### src/rtl/axis_vec_coproc_if.sv
// AXI-Stream word channel shared by the coprocessor input and output ports.
// The producer uses the master modport, the consumer uses the slave modport.
interface axis_vec_coproc_if #(
   parameter int DATA_WIDTH = 32
);
   logic [DATA_WIDTH-1:0] TDATA;
   logic                  TVALID;
   logic                  TREADY;
   logic                  TLAST;

   modport master (output TDATA, output TVALID, output TLAST, input TREADY);
   modport slave  (input TDATA, input TVALID, input TLAST, output TREADY);
endinterface

### src/rtl/axis_vec_coproc.sv
// Frame-buffering stream coprocessor: collects up to NUM_WORDS words, applies
// pass / reverse / prefix-sum / total in place, then streams the result out.
module axis_vec_coproc #(
   parameter int DATA_WIDTH = 32,
   parameter int NUM_WORDS  = 4,
   parameter int ADDR_WIDTH = $clog2(NUM_WORDS)
) (
   input  logic                   ACLK,
   input  logic                   ARESET,
   input  logic [1:0]             MODE,
   output logic                   BUSY,
   axis_vec_coproc_if.slave       S_AXIS,
   axis_vec_coproc_if.master      M_AXIS
);

   localparam logic [ADDR_WIDTH:0] LAST_IDX = (ADDR_WIDTH + 1)'(NUM_WORDS - 1);
   localparam logic [ADDR_WIDTH:0] ONE_CNT  = (ADDR_WIDTH + 1)'(1);

   typedef enum logic [1:0] {
      IDLE,
      READ,
      COMPUTE,
      WRITE
   } state_t;

   state_t                r_state;
   state_t                w_nextState;

   logic [DATA_WIDTH-1:0] r_buf [NUM_WORDS];
   logic [ADDR_WIDTH:0]   r_wrCnt;
   logic [ADDR_WIDTH:0]   r_len;
   logic [ADDR_WIDTH:0]   r_idx;
   logic [ADDR_WIDTH:0]   r_outIdx;
   logic [1:0]            r_modeQ;
   logic [DATA_WIDTH-1:0] r_sum;

   logic                  w_sReady;
   logic                  w_mValid;
   logic [DATA_WIDTH-1:0] w_mData;
   logic                  w_mLast;
   logic                  w_busy;
   logic                  w_inFire;
   logic                  w_inLastWord;
   logic                  w_outFire;
   logic                  w_outLast;
   logic [ADDR_WIDTH:0]   w_lenM1;
   logic [ADDR_WIDTH:0]   w_rdIdxWide;
   logic [ADDR_WIDTH:0]   w_prevIdxWide;
   logic [ADDR_WIDTH-1:0] w_wrIdx;
   logic [ADDR_WIDTH-1:0] w_cmpIdx;
   logic [ADDR_WIDTH-1:0] w_prevIdx;
   logic [ADDR_WIDTH-1:0] w_rdIdx;

   assign w_lenM1       = r_len - ONE_CNT;
   assign w_rdIdxWide   = (r_modeQ == 2'd1) ? (w_lenM1 - r_outIdx) : r_outIdx;
   assign w_prevIdxWide = r_idx - ONE_CNT;
   assign w_wrIdx       = r_wrCnt[ADDR_WIDTH-1:0];
   assign w_cmpIdx      = r_idx[ADDR_WIDTH-1:0];
   assign w_prevIdx     = w_prevIdxWide[ADDR_WIDTH-1:0];
   assign w_rdIdx       = w_rdIdxWide[ADDR_WIDTH-1:0];

   assign w_inFire      = S_AXIS.TVALID && w_sReady;
   assign w_inLastWord  = S_AXIS.TLAST || (r_wrCnt == LAST_IDX);
   assign w_outFire     = w_mValid && M_AXIS.TREADY;
   assign w_outLast     = (r_modeQ == 2'd3) || (r_outIdx == w_lenM1);

   always_ff @(posedge ACLK) begin
      if (ARESET) begin
         r_state <= IDLE;
      end else begin
         r_state <= w_nextState;
      end
   end

   always_comb begin
      w_nextState = r_state;
      case (r_state)
         IDLE:    w_nextState = READ;
         READ:    if (w_inFire && w_inLastWord) w_nextState = COMPUTE;
         COMPUTE: if (r_idx == w_lenM1) w_nextState = WRITE;
         WRITE:   if (w_outFire && w_outLast) w_nextState = READ;
         default: w_nextState = IDLE;
      endcase
   end

   // Reset forces every output low immediately, even mid-frame.
   always_comb begin
      w_sReady = 1'b0;
      w_mValid = 1'b0;
      w_mData  = '0;
      w_mLast  = 1'b0;
      w_busy   = 1'b0;
      if (!ARESET) begin
         case (r_state)
            READ:    w_sReady = 1'b1;
            COMPUTE: w_busy   = 1'b1;
            WRITE: begin
               w_busy   = 1'b1;
               w_mValid = 1'b1;
               w_mData  = (r_modeQ == 2'd3) ? r_sum : r_buf[w_rdIdx];
               w_mLast  = w_outLast;
            end
            default: ;
         endcase
      end
   end

   assign S_AXIS.TREADY = w_sReady;
   assign M_AXIS.TVALID = w_mValid;
   assign M_AXIS.TDATA  = w_mData;
   assign M_AXIS.TLAST  = w_mLast;
   assign BUSY          = w_busy;

   always_ff @(posedge ACLK) begin
      if (ARESET) begin
         r_wrCnt  <= '0;
         r_len    <= '0;
         r_idx    <= '0;
         r_outIdx <= '0;
         r_modeQ  <= '0;
         r_sum    <= '0;
      end else begin
         case (r_state)
            READ: begin
               if (w_inFire) begin
                  if (r_wrCnt == '0) r_modeQ <= MODE;
                  if (w_inLastWord) begin
                     r_len   <= r_wrCnt + ONE_CNT;
                     r_wrCnt <= '0;
                     r_idx   <= '0;
                     r_sum   <= '0;
                  end else begin
                     r_wrCnt <= r_wrCnt + ONE_CNT;
                  end
               end
            end
            COMPUTE: begin
               r_sum <= r_sum + r_buf[w_cmpIdx];
               r_idx <= r_idx + ONE_CNT;
               if (r_idx == w_lenM1) r_outIdx <= '0;
            end
            WRITE: begin
               if (w_outFire) r_outIdx <= r_outIdx + ONE_CNT;
            end
            default: ;
         endcase
      end
   end

   // buf[i-1] already holds its prefix sum when buf[i] is updated.
   always_ff @(posedge ACLK) begin
      if (r_state == READ && w_inFire) begin
         r_buf[w_wrIdx] <= S_AXIS.TDATA;
      end else if (r_state == COMPUTE && r_modeQ == 2'd2 && r_idx != '0) begin
         r_buf[w_cmpIdx] <= r_buf[w_cmpIdx] + r_buf[w_prevIdx];
      end
   end

endmodule

### src/flat_wrapper.sv
// flat-port wrapper written by rule: the top's interface ports become plain ports
module axis_vec_coproc_flat 
#(
   parameter int DATA_WIDTH = 32,
   parameter int NUM_WORDS  = 4,
   parameter int ADDR_WIDTH = $clog2(NUM_WORDS)
)
  (ACLK, ARESET, MODE, BUSY, S_AXIS_TDATA, S_AXIS_TVALID, S_AXIS_TLAST, S_AXIS_TREADY, M_AXIS_TDATA, M_AXIS_TVALID, M_AXIS_TLAST, M_AXIS_TREADY);
  axis_vec_coproc_if #(.DATA_WIDTH(DATA_WIDTH)) S_AXIS_i ();
  axis_vec_coproc_if #(.DATA_WIDTH(DATA_WIDTH)) M_AXIS_i ();
  input  logic ACLK;
  input  logic ARESET;
  input  logic [1:0] MODE;
  output logic BUSY;
  input wire logic [$bits(S_AXIS_i.TDATA)-1:0] S_AXIS_TDATA;
  input wire logic [$bits(S_AXIS_i.TVALID)-1:0] S_AXIS_TVALID;
  input wire logic [$bits(S_AXIS_i.TLAST)-1:0] S_AXIS_TLAST;
  output wire logic [$bits(S_AXIS_i.TREADY)-1:0] S_AXIS_TREADY;
  output wire logic [$bits(M_AXIS_i.TDATA)-1:0] M_AXIS_TDATA;
  output wire logic [$bits(M_AXIS_i.TVALID)-1:0] M_AXIS_TVALID;
  output wire logic [$bits(M_AXIS_i.TLAST)-1:0] M_AXIS_TLAST;
  input wire logic [$bits(M_AXIS_i.TREADY)-1:0] M_AXIS_TREADY;
  assign S_AXIS_i.TDATA = S_AXIS_TDATA;
  assign S_AXIS_i.TVALID = S_AXIS_TVALID;
  assign S_AXIS_i.TLAST = S_AXIS_TLAST;
  assign S_AXIS_TREADY = S_AXIS_i.TREADY;
  assign M_AXIS_TDATA = M_AXIS_i.TDATA;
  assign M_AXIS_TVALID = M_AXIS_i.TVALID;
  assign M_AXIS_TLAST = M_AXIS_i.TLAST;
  assign M_AXIS_i.TREADY = M_AXIS_TREADY;
  axis_vec_coproc #(.DATA_WIDTH(DATA_WIDTH), .NUM_WORDS(NUM_WORDS), .ADDR_WIDTH(ADDR_WIDTH)) u_core (.ACLK(ACLK), .ARESET(ARESET), .MODE(MODE), .BUSY(BUSY), .S_AXIS(S_AXIS_i), .M_AXIS(M_AXIS_i));
endmodule
### config.mk
export PLATFORM = sky130hd
export DESIGN_NAME = axis_vec_coproc_flat
export DESIGN_NICKNAME = d
export VERILOG_FILES = /design/src/rtl/axis_vec_coproc_if.sv /design/src/rtl/axis_vec_coproc.sv /design/src/flat_wrapper.sv
export SDC_FILE = /design/constraint.sdc
export NUM_CORES = 1
export LEC_CHECK = 0
export ABC_AREA = 1
export CAP_MARGIN = 20
export CORE_MARGIN = 5
export CORE_UTILIZATION = 50
export CTS_CLUSTER_DIAMETER = 100
export DETAILED_ROUTE_END_ITERATION = 12
export MAX_ROUTING_LAYER = met4
export PLACE_DENSITY = 0.76
export SLEW_MARGIN = 20
export SYNTH_ARGS = -nofsm -noshare
export SYNTH_HDL_FRONTEND = slang
export SYNTH_SLANG_ARGS = --single-unit
### constraint.sdc
create_clock -name ACLK -period 9.1 [get_ports ACLK]
set_input_delay 1.82 -clock ACLK [delete_from_list [all_inputs] [get_ports ACLK]]
set_output_delay 1.82 -clock ACLK [all_outputs]
set_load 0.02 [all_outputs]
==> run_summary.xml <==
<?xml version="1.0" encoding="UTF-8"?>
<metrics>
  <group name="run_status">
    <metric name="run_status" unit="">completed</metric>
  </group>
  <group name="worst_setup_path">
    <metric name="worstPathCellList" unit="">clkdlybuf4s50_1 &gt; nor2_4 &gt; o21ai_0 &gt; a21oi_1 &gt; clkdlybuf4s50_1</metric>
    <metric name="timing.rr.end" unit="">u_core.r_buf[2][9]</metric>
    <metric name="r2r_setup_slack" unit="ps">4830</metric>
    <metric name="critical_path_class" unit="">input pin to output pin</metric>
    <metric name="crit_required" unit="ps">7280</metric>
    <metric name="timing.critical_path.depth" unit="">5</metric>
    <metric name="crit_top_cell" unit="">clkdlybuf4s50_1</metric>
    <metric name="critical_path.top_delay_family" unit="">buffers and inverters</metric>
    <metric name="startpoint_type" unit="">input pin</metric>
    <metric name="max_fo_critical_path" unit="">34</metric>
    <metric name="arrival_time_of_the_worst_setup_path" unit="ps">4470</metric>
    <metric name="timing.critical_path.from" unit="">ARESET</metric>
    <metric name="reg2regPathDepth" unit="">14</metric>
    <metric name="cp-end-kind" unit="">output pin</metric>
    <metric name="timing.critical_path.to" unit="">M_AXIS_TDATA[1]</metric>
    <metric name="critical_path.max_stage_delay" unit="ps">860</metric>
    <metric name="critical-path-slowest-cell" unit="">clkdlybuf4s50_1</metric>
    <metric name="cp_num_buf_inv" unit="">2</metric>
  </group>
  <group name="floorplan">
    <metric name="rows" unit="">62</metric>
    <metric name="initial_utilization" unit="">0.506</metric>
    <metric name="die_span_x" unit="um">180</metric>
    <metric name="die_height" unit="um">180</metric>
    <metric name="floorplan.io_pins" unit="">75</metric>
    <metric name="die_area" unit="um2">32500</metric>
    <metric name="core" unit="um2">28700</metric>
  </group>
  <group name="sta">
    <metric name="share_of_the_clock_period_used_by_the_worst_path" unit="">0.691</metric>
    <metric name="setup-tns-final" unit="ps">0</metric>
    <metric name="finalMaxSlewViolations" unit="">0</metric>
    <metric name="final.min_clock_period" unit="ps">6290</metric>
    <metric name="final_number_of_hold_violating_endpoints" unit="">0</metric>
    <metric name="final_number_of_setup_violating_endpoints" unit="">0</metric>
    <metric name="finalHoldWorstSlack" unit="ps">481</metric>
    <metric name="grt_setup_unrepaired" unit="">no</metric>
    <metric name="fin_worst_skew" unit="ps">10.8</metric>
    <metric name="max_clock_freq" unit="MHz">159</metric>
    <metric name="slew-limit-headroom" unit="">0.386</metric>
    <metric name="tightestPinTransition" unit="ps">921</metric>
  </group>
  <group name="synthesis">
    <metric name="synthCells" unit="">2262</metric>
    <metric name="syn_area_per_cell" unit="um2">6.42</metric>
    <metric name="synth_edf_count" unit="">128</metric>
    <metric name="ys_flop_type" unit="">edfxtp_1</metric>
    <metric name="post_synthesis_cell_area" unit="um2">14500</metric>
    <metric name="ys_seq_area_frac" unit="">0.334</metric>
    <metric name="ys_types" unit="">41</metric>
    <metric name="synthDominantAreaCellType" unit="">edfxtp_1</metric>
    <metric name="synthesis.nets" unit="">2377</metric>
    <metric name="synth.ff_latch_count" unit="">178</metric>
    <metric name="asyncSetResetFlopFracSynth" unit="">0</metric>
    <metric name="ys.warnings.count" unit="">0</metric>
    <metric name="synth.area.top_cells" unit="">edfxtp_1 (26%), nand2_1 (20%), inv_1 (8.7%), o21ai_0 (7.9%), a21oi_1 (7.4%)</metric>
    <metric name="synth.top_cell.area_share" unit="">0.265</metric>
  </group>
  <group name="detailed_routing">
    <metric name="num_vias" unit="">14700</metric>
    <metric name="drt-total-wl" unit="um">43700</metric>
    <metric name="drtIter0Drc" unit="">1614</metric>
    <metric name="viasPerCell" unit="">5.48</metric>
    <metric name="post_route_ant_nets" unit="">0</metric>
    <metric name="routedWlPerCell" unit="um">16.3</metric>
    <metric name="drt-pass1-iter-count" unit="">7</metric>
    <metric name="remaining_drc_errors" unit="">0</metric>
  </group>
  <group name="power_and_ir_drop">
    <metric name="clkPwrFrac" unit="">0.204</metric>
    <metric name="pwr-share-comb" unit="">0.537</metric>
    <metric name="cellLeakagePower" unit="nW">7.83</metric>
    <metric name="p_int" unit="mW">1.95</metric>
    <metric name="power_frac_seq" unit="">0.260</metric>
    <metric name="switching_share" unit="">0.470</metric>
    <metric name="p_per_area" unit="nW/um2">228</metric>
    <metric name="worst_ir_drop_vdd" unit="mV">0.136</metric>
    <metric name="switching_power" unit="mW">1.72</metric>
  </group>
  <group name="clock_tree">
    <metric name="cts_setup_buffers" unit="">0</metric>
    <metric name="clock_tree.htree_level_count" unit="">4</metric>
    <metric name="cts_resizes" unit="">0</metric>
    <metric name="cts_hold_buffers" unit="">0</metric>
    <metric name="longest_clk_path_bufs" unit="">2</metric>
    <metric name="tritoncts_buffer_count" unit="">17</metric>
    <metric name="clock_tree.root_cell" unit="">clkbuf_16</metric>
    <metric name="clock_tree_from_tritoncts" unit="">done</metric>
    <metric name="worst_setup_hold_path_clk_slew" unit="ps">80</metric>
    <metric name="clock_latency" unit="ps">450</metric>
    <metric name="numClockSinks" unit="">178</metric>
  </group>
  <group name="global_route">
    <metric name="antenna_found_initial" unit="">0</metric>
    <metric name="first_global_vias" unit="">13300</metric>
    <metric name="grt_use_total" unit="">0.269</metric>
    <metric name="grt_first_pass_wirelength" unit="um">68600</metric>
    <metric name="grt.overflow.total" unit="">0</metric>
    <metric name="grt_start_max_net_pins" unit="">97</metric>
  </group>
  <group name="hold_path">
    <metric name="worstHoldPathType" unit="">flip-flop to flip-flop</metric>
    <metric name="hold_path.startpoint" unit="">u_core.r_sum[0]</metric>
  </group>
  <group name="final_layout">
    <metric name="num-nets-final" unit="">2399</metric>
    <metric name="num-fill-cells" unit="">2766</metric>
    <metric name="area_growth" unit="%">11.1</metric>
    <metric name="final_core_utilization" unit="">0.562</metric>
    <metric name="drive_gt1_frac" unit="">0.0353</metric>
    <metric name="antenna_cells_inserted" unit="">0</metric>
  </group>
  <group name="job">
    <metric name="max_cap_viol_count" unit="">0</metric>
  </group>
  <group name="placed_design">
    <metric name="dp.final_hpwl" unit="um">32000</metric>
    <metric name="numPortBuffers" unit="">74</metric>
    <metric name="finalWeightedCongestion" unit="">0.959</metric>
  </group>
</metrics>
==> cell families after synthesis <==
group / Yosys count / synth area share
adders and majority gates: 76 / 0.0665
xor gates and xnor gates: 26 / 0.0157
DFF: 178 / 0.334
and+or+nand+nor: 1070 / 0.298
AOI/OAI and AO/OA: 482 / 0.169
buffers and inverters: 430 / 0.117
==> power groups by stage <==
stage / Combinational (mW) / Clock, mW / Sequential [mW]
3_5_place_dp: 1.92 / 0 / 0.968
5_1_grt: 2.19 / 0.785 / 0.956
6_report: 1.97 / 0.747 / 0.952
3_3_place_gp: 1.88 / 0 / 0.968
2_1_floorplan: 1.41 / 0 / 0.953
4_1_cts: 1.93 / 0.747 / 0.951
==> worst min-delay path by stage <==
stage                       endpoint  slack (ps)  depth (start not counted)
global placement     u_core.r_len[0]         460                          1
global route        u_core.r_sum[22]         510                          2
CTS                 u_core.r_sum[17]         480                          2
finish               u_core.r_sum[0]         480                          2
floorplan            u_core.r_len[0]         430                          1
detailed placement  u_core.r_sum[29]         470                          2
==> worst reg2reg max path: stages (launching register included) <==
cell	delay (ps)
dfxtp_1	300
buf_4	290
inv_2	90
buf_4	710
nand2_1	150
a32oi_1	770
ha_1	380
nand2_1	70
nor2_1	50
nand2_1	60
nand3_1	150
nand2_1	100
nand2_1	90
xnor2_1	130
o21ai_0	630
==> placed cells by master (no fill, tap or decap), types with 6 or more instances in the layout <==
cell / n
nand2_1: 767
inv_1: 333
o21ai_0: 229
a21oi_1: 215
nand3_1: 128
edfxtp_1: 128
nor2_1: 126
ha_1: 74
clkdlybuf4s50_1: 74
dfxtp_1: 50
o21ai_1: 23
xnor2_1: 20
clkbuf_16: 17
buf_4: 14
nor3_1: 8
nand4_1: 8
or2_2: 7
inv_2: 6
nor2_2: 6
xor2_1: 6
==> final cells by class <==
cell class	instances	area, um2	area share
clock buffers	19	433	0.0268
inverters	342	1290	0.0798
repair buffers	91	921	0.0571
flip-flops and latches	178	4840	0.300
clock inverters	13	153	0.00947
multi-input cells	1654	8010	0.497
well taps	384	480	0.0298
==> synthesized netlist by cell type (5+ instances only) <==
library cell / count
nand4_1: 8
a21oi_1: 216
ha_1: 74
o21ai_0: 229
nor3_1: 8
buf_2: 25
nand2_1: 768
edfxtp_1: 128
nand3_1: 128
buf_1: 5
or2_2: 7
xnor2_1: 20
buf_6: 6
xor2_1: 6
clkbuf_1: 51
o21ai_1: 23
and2_1: 5
dfxtp_1: 50
inv_1: 335
nor2_1: 131
==> routing by layer <==
layer	global-route usage	part of all wire	vias up	wire length (um)
li1	-	-	7314	-
met3	0.0428	0.094	65	4100
met4	0.0702	0.017	0	742
met2	0.418	0.45	721	19500
met1	0.370	0.44	6593	19400
met5	-	0	-	0
==> metrics by stage <==
stage,area [um2],power (mW),setup slack (ps),std cells
after CTS,16100,3.63,2370,2680
after global placement,15500,2.85,2490,2646
after detailed placement,15500,2.89,2370,2648
after global routing,16100,3.93,2590,2681
final,16100,3.67,2810,2681
after floorplan,14500,2.36,4200,2262
==> flip-flops by register name, indices dropped and copies added, names as in the netlist, named ones only <==
name and cells:
u_core.r_idx 3, u_core.r_sum 32, u_core.r_outIdx 3, u_core.r_buf 128, u_core.r_len 3, u_core.r_wrCnt 3, u_core.r_state 2, u_core.r_modeQ 2
Power figures use the tool's default switching activity.
